===== src/rtl/farrow_pkg.sv =====
// farrow_pkg: shared types and constants for the Farrow resampler phase control
package farrow_pkg;

    typedef enum logic {IDLE, EMIT} mu_state_t;

    // 2**f as an unsigned integer, the fixed-point value of 1.0 with f fraction bits
    function automatic int unsigned one(input int unsigned f);
        return 32'd1 << f;
    endfunction

    localparam int unsigned DEF_FRAC = 18;
    localparam int unsigned DEF_STEP = one(DEF_FRAC);

endpackage


===== src/rtl/farrow_mu_ctrl.sv =====
// farrow_mu_ctrl: phase accumulator and strobe generator feeding mu to the Farrow datapath
module farrow_mu_ctrl
    import farrow_pkg::*;
#(
    parameter int wight_data  = 20,
    parameter int wight_delay = 18,
    parameter int int_bits    = 4
) (
    input  logic                            clk,
    input  logic                            rst,
    input  logic [wight_data-1:0]           data_in,
    input  logic                            vld_in,
    output logic                            rdy_in,
    input  logic [wight_delay+int_bits-1:0] step_in,
    input  logic                            step_wr,
    input  logic                            sync_clr,
    output logic [wight_data-1:0]           data_out,
    output logic [wight_delay-1:0]          delay,
    output logic                            vld_out
);

    localparam int W = wight_delay + int_bits;
    localparam logic [W:0] ONE = {{int_bits{1'b0}}, 1'b1, {wight_delay{1'b0}}};

    mu_state_t      state, nxt_state;
    logic [W-1:0]   acc, step, pend;
    logic           pend_vld;
    logic [W:0]     nxt, nxt_m1, acc_m1;
    logic           acc_ge_one, accept, done, step_ok;

    assign nxt        = {1'b0, acc} + {1'b0, step};
    assign nxt_m1     = nxt - ONE;
    assign acc_m1     = {1'b0, acc} - ONE;
    assign acc_ge_one = {1'b0, acc} >= ONE;
    assign accept     = vld_in & rdy_in;
    assign done       = state == EMIT && nxt >= ONE;
    assign step_ok    = step_wr && step_in != '0;
    assign delay      = acc[wight_delay-1:0];

    // state register
    always_ff @(posedge clk)
        state <= rst ? IDLE : nxt_state;

    // next state: clear wins, IDLE enters EMIT on an accepted sample below ONE, EMIT leaves once the phase wraps
    always_comb
        nxt_state = sync_clr ? IDLE :
                    state == IDLE ? ((accept && !acc_ge_one) ? EMIT : IDLE) :
                    (done ? IDLE : EMIT);

    // handshake and strobe depend only on state, plus the clear blocking acceptance
    always_comb begin
        rdy_in  = state == IDLE && !sync_clr;
        vld_out = state == EMIT;
    end

    // phase accumulator: skip on decimation, advance by step per emitted output
    always_ff @(posedge clk)
        if (rst || sync_clr)
            acc <= '0;
        else if (state == EMIT)
            acc <= done ? nxt_m1[W-1:0] : nxt[W-1:0];
        else if (accept && acc_ge_one)
            acc <= acc_m1[W-1:0];

    // sample hold for the whole burst
    always_ff @(posedge clk)
        if (rst)
            data_out <= '0;
        else if (accept && !acc_ge_one)
            data_out <= data_in;

    // step update: immediate in IDLE, deferred to burst end or clear while emitting
    always_ff @(posedge clk)
        if (rst) begin
            step     <= ONE[W-1:0];
            pend     <= '0;
            pend_vld <= 1'b0;
        end else if (sync_clr || done) begin
            step     <= step_ok ? step_in : pend_vld ? pend : step;
            pend_vld <= 1'b0;
        end else if (state == EMIT) begin
            if (step_ok) begin
                pend     <= step_in;
                pend_vld <= 1'b1;
            end
        end else if (step_ok)
            step <= step_in;

endmodule


===== config.mk =====
export PLATFORM = sky130hd
export DESIGN_NAME = farrow_mu_ctrl
export DESIGN_NICKNAME = d
export VERILOG_FILES = /design/src/rtl/farrow_pkg.sv /design/src/rtl/farrow_mu_ctrl.sv
export SDC_FILE = /design/constraint.sdc
export NUM_CORES = 1
export LEC_CHECK = 0
export ABC_CLOCK_PERIOD_IN_PS = 5540
export CORE_MARGIN = 8
export CORE_UTILIZATION = 25
export CTS_BUF_LIST = sky130_fd_sc_hd__clkbuf_16
export DETAILED_ROUTE_END_ITERATION = 10
export GPL_TIMING_DRIVEN = 1
export PLACE_DENSITY_LB_ADDON = 0.1
export SYNTH_ARGS = -nofsm -noshare
export SYNTH_HDL_FRONTEND = slang
export SYNTH_SLANG_ARGS = --single-unit

===== constraint.sdc =====
create_clock -name clk -period 5.54 [get_ports clk]
set_clock_uncertainty 0.2 [all_clocks]
set_input_delay 1.108 -clock clk [delete_from_list [all_inputs] [get_ports clk]]
set_output_delay 1.108 -clock clk [all_outputs]
set_load 0.01 [all_outputs]

---- Word level (Yosys, flattened, before mapping) ----
Index checks and enable logic that the tools add are counted.
cells by class
  add/subtract/negate cells ............... 3
  $lt $le $gt $ge ......................... 2
  equality and inequality tests ........... 1
  muxes and demuxes ....................... 11
  bitwise gates (word level) .............. 3
  reduce and logical (&&, ||, !) cells .... 18
operators by type and width
  cell                    number
  $mux 22                 8
  $sub 22x19->22 const B  2
  $add 22x22->23          1
  $ge 23x19->1 const B    1
  $ge 22x19->1 const B    1
  $reduce_bool 22->1      1
  $reduce_and 3->1        2
  $reduce_bool 2->1       3
  $logic_and 1x1->1       5
  $reduce_or 2->1         2
  $mux 1                  3
  $logic_not 1->1         2
  $logic_or 1x1->1        2
  $ne 2x1->1 const B      1
  $not 1->1               2
  $reduce_and 2->1        1
  $and 1x1->1             1
storage, ports and cells
  register bits ........................... 88
  input bits .............................. 47
  output and inout bits ................... 40
  word-level logic and storage cells ...... 44

---- Longest topological paths before layout ----
  depth in word-level cells ............... 6
  gate-level depth with buffers ........... 19
  gate-level depth less buffers ........... 16

---- Least setup slack after synthesis ----
No wires, ideal clock.
  path kind ............................... reg-to-reg
  start point ............................. reg acc[4]
  end point ............................... reg step[0]
  setup time .............................. 133 ps
  arrival ................................. 4346 ps
  required time ........................... 5207 ps
  path slack .............................. 862 ps
  stages on the path, launching flop included .. 18
  path buffers ............................ 3
  period minus slack after synthesis ...... 4678 ps
  path through ............................ dfxtp_1 > ha_1 > and2_4 > nand3_1 > a21o_2 > o21ai_0 > a221o_1 > ha_1 > nand4b_1 > or4_1 > or4_1 > or4_1 > buf_2 > a211o_1 > buf_6 > buf_12 > mux2i_1 > a21oi_1
on the way
  longest elaborated chain between the ends .. 6
  elaborated cells between the ends (all ways) .. 8
  those cells by class .................... 1 x add/sub; 1 x order compare; 1 x eq/ne; 1 x mux; 4 x reduce/logical
ends and longest elaborated chain
  element                                                                  line                  RTL
  start: declaration                                                       farrow_mu_ctrl.sv:26  logic [W-1:0] acc, step, pend;
  start signal: assignment                                                 farrow_mu_ctrl.sv:61  acc <= done ? nxt_m1[W-1:0] : nxt[W-1:0];
  start signal: assignment                                                 farrow_mu_ctrl.sv:63  acc <= acc_m1[W-1:0];
  $add 22x22->23 (*)                                                       farrow_mu_ctrl.sv:31  assign nxt = {1'b0, acc} + {1'b0, step};
  $ge 23x19->1 (*)                                                         farrow_mu_ctrl.sv:36  assign done = state == EMIT && nxt >= ONE;
  $logic_and 1x1->1 (*)                                                    farrow_mu_ctrl.sv:36
  $logic_or 1x1->1 (*)                                                     farrow_mu_ctrl.sv:78  end else if (sync_clr || done) begin
  $ne 2x1->1 (no source line) / $reduce_bool 2->1 (equally long branches)  --
  $reduce_and 3->1 (no source line)                                        --
  end signal: assignment                                                   farrow_mu_ctrl.sv:75  step <= ONE[W-1:0];
  end signal: assignment                                                   farrow_mu_ctrl.sv:79  step <= step_ok ? step_in : pend_vld ? pend : step;
  end signal: assignment                                                   farrow_mu_ctrl.sv:87  step <= step_in;
  end: declaration                                                         farrow_mu_ctrl.sv:26
Mark *: on every way between the ends. The rest lies on a longest branch, timed or not.
A chain may end at the register's enable or synchronous reset.

---- Worst setup path after layout ----
  start point ............................. reg acc[12]
  end point ............................... reg step[18]
The elaborated chain is that of the path after synthesis.

==> summary.txt <==
total CTS buffers -> 9
Max-slew headroom -> 0.3469
commonest non-fill, non-tap cells in the layout -> dfxtp_1, clkdlybuf4s50_1, nor2_1, mux2i_1, a21oi_1
layout cells sized above 1 -> 0.05763
root buf cell -> clkbuf_16
area delta synth->final -> 24.07%
Chip Width -> 158.8 µm
port bufs -> 86
max-cap violation count -> 0
max frequency -> 0.1923 GHz
Cells after Synth -> 583
ANT cells -> 0
clock tree buffer depth -> 2
critical path capture point type -> flop
Final min period -> 5.200 ns
kind of critical path -> reg2reg
Worst-path clk slew -> 0.07 ns
commonest non-fill, non-tap cell in the layout -> dfxtp_1
wire per inst -> 17.30 µm
post-place instance area -> 0.005997 mm²
Core Region -> 0.02010 mm²
Starting Density -> 0.2537
total power -> 1.621 mW
total gr overflow -> 0
pin slew with the least headroom to its limit -> 0.9772 ns
mapped cell area -> 0.005100 mm²
PD cells -> 256.2 mW/mm²
CTS H-tree depth -> 3
antenna violations before repair -> 0
final core occ -> 0.3147
Top Ports -> 87
Seq cells post-synth -> 88
vias in the first global route -> 4,610
largest net degree at the start of global routing -> 45
most used flip-flop cell after synthesis -> dfxtp_1
CP required -> 5.54 ns
GRT Overall Usage -> 0.1266
post-DP HPWL -> 12,060 µm
Lkg Pwr -> 2.484 nW
Vias -> 4,373
die height -> 158.8 µm
final setup fails -> 0
Max Slew Vio Count -> 0
final setup TNS -> 0 ns
clock sinks -> 88
crit share post-route -> 0.9386
status -> completed
Max VDD drop -> 0.1744 mV
Clock Latency Late Sink -> 0.35 ns
Avg Synthesized Cell Area -> 8.748 µm²
share of flip-flops with an asynchronous set or reset -> 0
Fin. Hold Viols -> 0
final WL -> 15,780 µm
final instance area -> 0.006327 mm²
R2R Setup Slk -> 0.34 ns
Mapped Nets -> 657
nets@finish -> 711
Setup Fix Bufs, Post-CTS -> 0
Netlist cell types -> 59
cell row count -> 52
DR vias/cell -> 4.795
hold buffer count at CTS -> 0
post-route ant nets -> 0
Post-synth EDFFs -> 0
HP Class -> reg2reg
RSZ-0062 raised after global routing -> no
Synth Warn # -> 0
drt pass-1 iters -> 4
clock tree from TritonCTS -> done
DIE AREA -> 0.02523 mm²
gp weighted congestion -> 0.8392
first-pass GRT wire length -> 25,610 µm
DR iter-0 viols -> 187
DRC violations left -> 0
post-CTS sizing -> 0
Worst Path Max Fanout -> 22
CP startpoint kind -> flop
sequential element share of the synthesized area -> 0.3454
WP data arrival -> 5.20 ns
[synthesized netlist by cell type (all sizes together) (4+ instances only)]
| cell type | number | share of area |
|---|---|---|
| a21o | 5 | 0.0079 |
| or4 | 5 | 0.0079 |
| dfxtp | 88 | 0.35 |
| nor2 | 75 | 0.055 |
| ha | 26 | 0.064 |
| nor4 | 12 | 0.015 |
| xnor2 | 8 | 0.014 |
| xor2 | 10 | 0.017 |
| a211oi | 9 | 0.013 |
| and3 | 4 | 0.0054 |
| mux2i | 74 | 0.15 |
| nand3 | 13 | 0.013 |
| clkbuf | 19 | 0.018 |
| nor2b | 4 | 0.0049 |
| nand2 | 35 | 0.026 |
| inv | 12 | 0.0088 |
| o211ai | 5 | 0.0074 |
| a31oi | 5 | 0.0091 |
| nor3 | 8 | 0.0079 |
| a21oi | 49 | 0.048 |
| buf | 29 | 0.044 |
| o21ai | 43 | 0.042 |
| nand4 | 4 | 0.0049 |
| o21a | 6 | 0.0088 |
[routing by layer]
| metal | track usage | routed length (µm) |
|---|---|---|
| met4 | 0.03636 | 232 |
| met1 | 0.1608 | 7563 |
| met3 | 0.04498 | 1102 |
| met2 | 0.1979 | 6881 |
| met5 | 0 | 0 |
[through the flow]
step | setup WS, ns | hold WS [ns] | std cells
2_1_floorplan | 0.8616 | 0.2596 | 583
3_3_place_gp | 0.4748 | 0.2725 | 896
3_5_place_dp | 0.3461 | 0.2779 | 896
4_1_cts | 0.3148 | 0.2993 | 912
5_1_grt | 0.02990 | 0.3239 | 912
6_report | 0.3401 | 0.2965 | 912
[final cells by class]
class / instances / area [µm²]
Fill cell: 2096 / 13780
Multi-Input combinational cell: 434 / 2947
Sequential cell: 88 / 1762
Timing Repair Buffer: 92 / 909.6
Tap cell: 270 / 337.8
Clock buffer: 9 / 225.2
Clock inverter: 7 / 101.3
Inverter: 12 / 45.04
[logic make-up after synthesis]
kind of cell	Yosys count	synth area share
buffers and inverters	61	0.07679
and+or+nand+nor	175	0.1619
AOI/OAI and AO/OA	139	0.1698
muxes	75	0.1474
xor gates and xnor gates	18	0.03091
DFF	88	0.3454
adders and majority gates	27	0.06771
[registers in the layout (all words and copies together) (netlist names)]
name      cells
acc          22
pend         22
step         22
data_out     20
pend_vld      1
vld_out       1
[where the power goes]
part	internal, mW	switching, mW
registers	0.656	0.0205
clock network	0.403	0.293
logic	0.117	0.131
[critical path, cell delays in order, from the launching register on]
cell and delay, ns:
dfxtp_1 0.35, ha_1 0.37, a21oi_1 0.38, o21ai_0 0.25, a211oi_1 0.31, and2_1 0.17, a221o_1 0.21, ha_1 0.17
nand4b_1 0.09, or4_1 0.53, or4_1 0.53, or4_1 0.64, a211o_1 0.31, buf_4 0.26, mux2i_1 0.19, a31oi_1 0.09
[final timing paths]
kind | from | to | cells past startpoint
setup / recovery | acc[12] | step[18] | 15
hold / removal | pend[9] | pend[9] | 2
setup reg to reg | acc[12] | step[18] | 15
hold reg to reg | pend[9] | pend[9] | 2
Power figures use the tool's default switching activity.
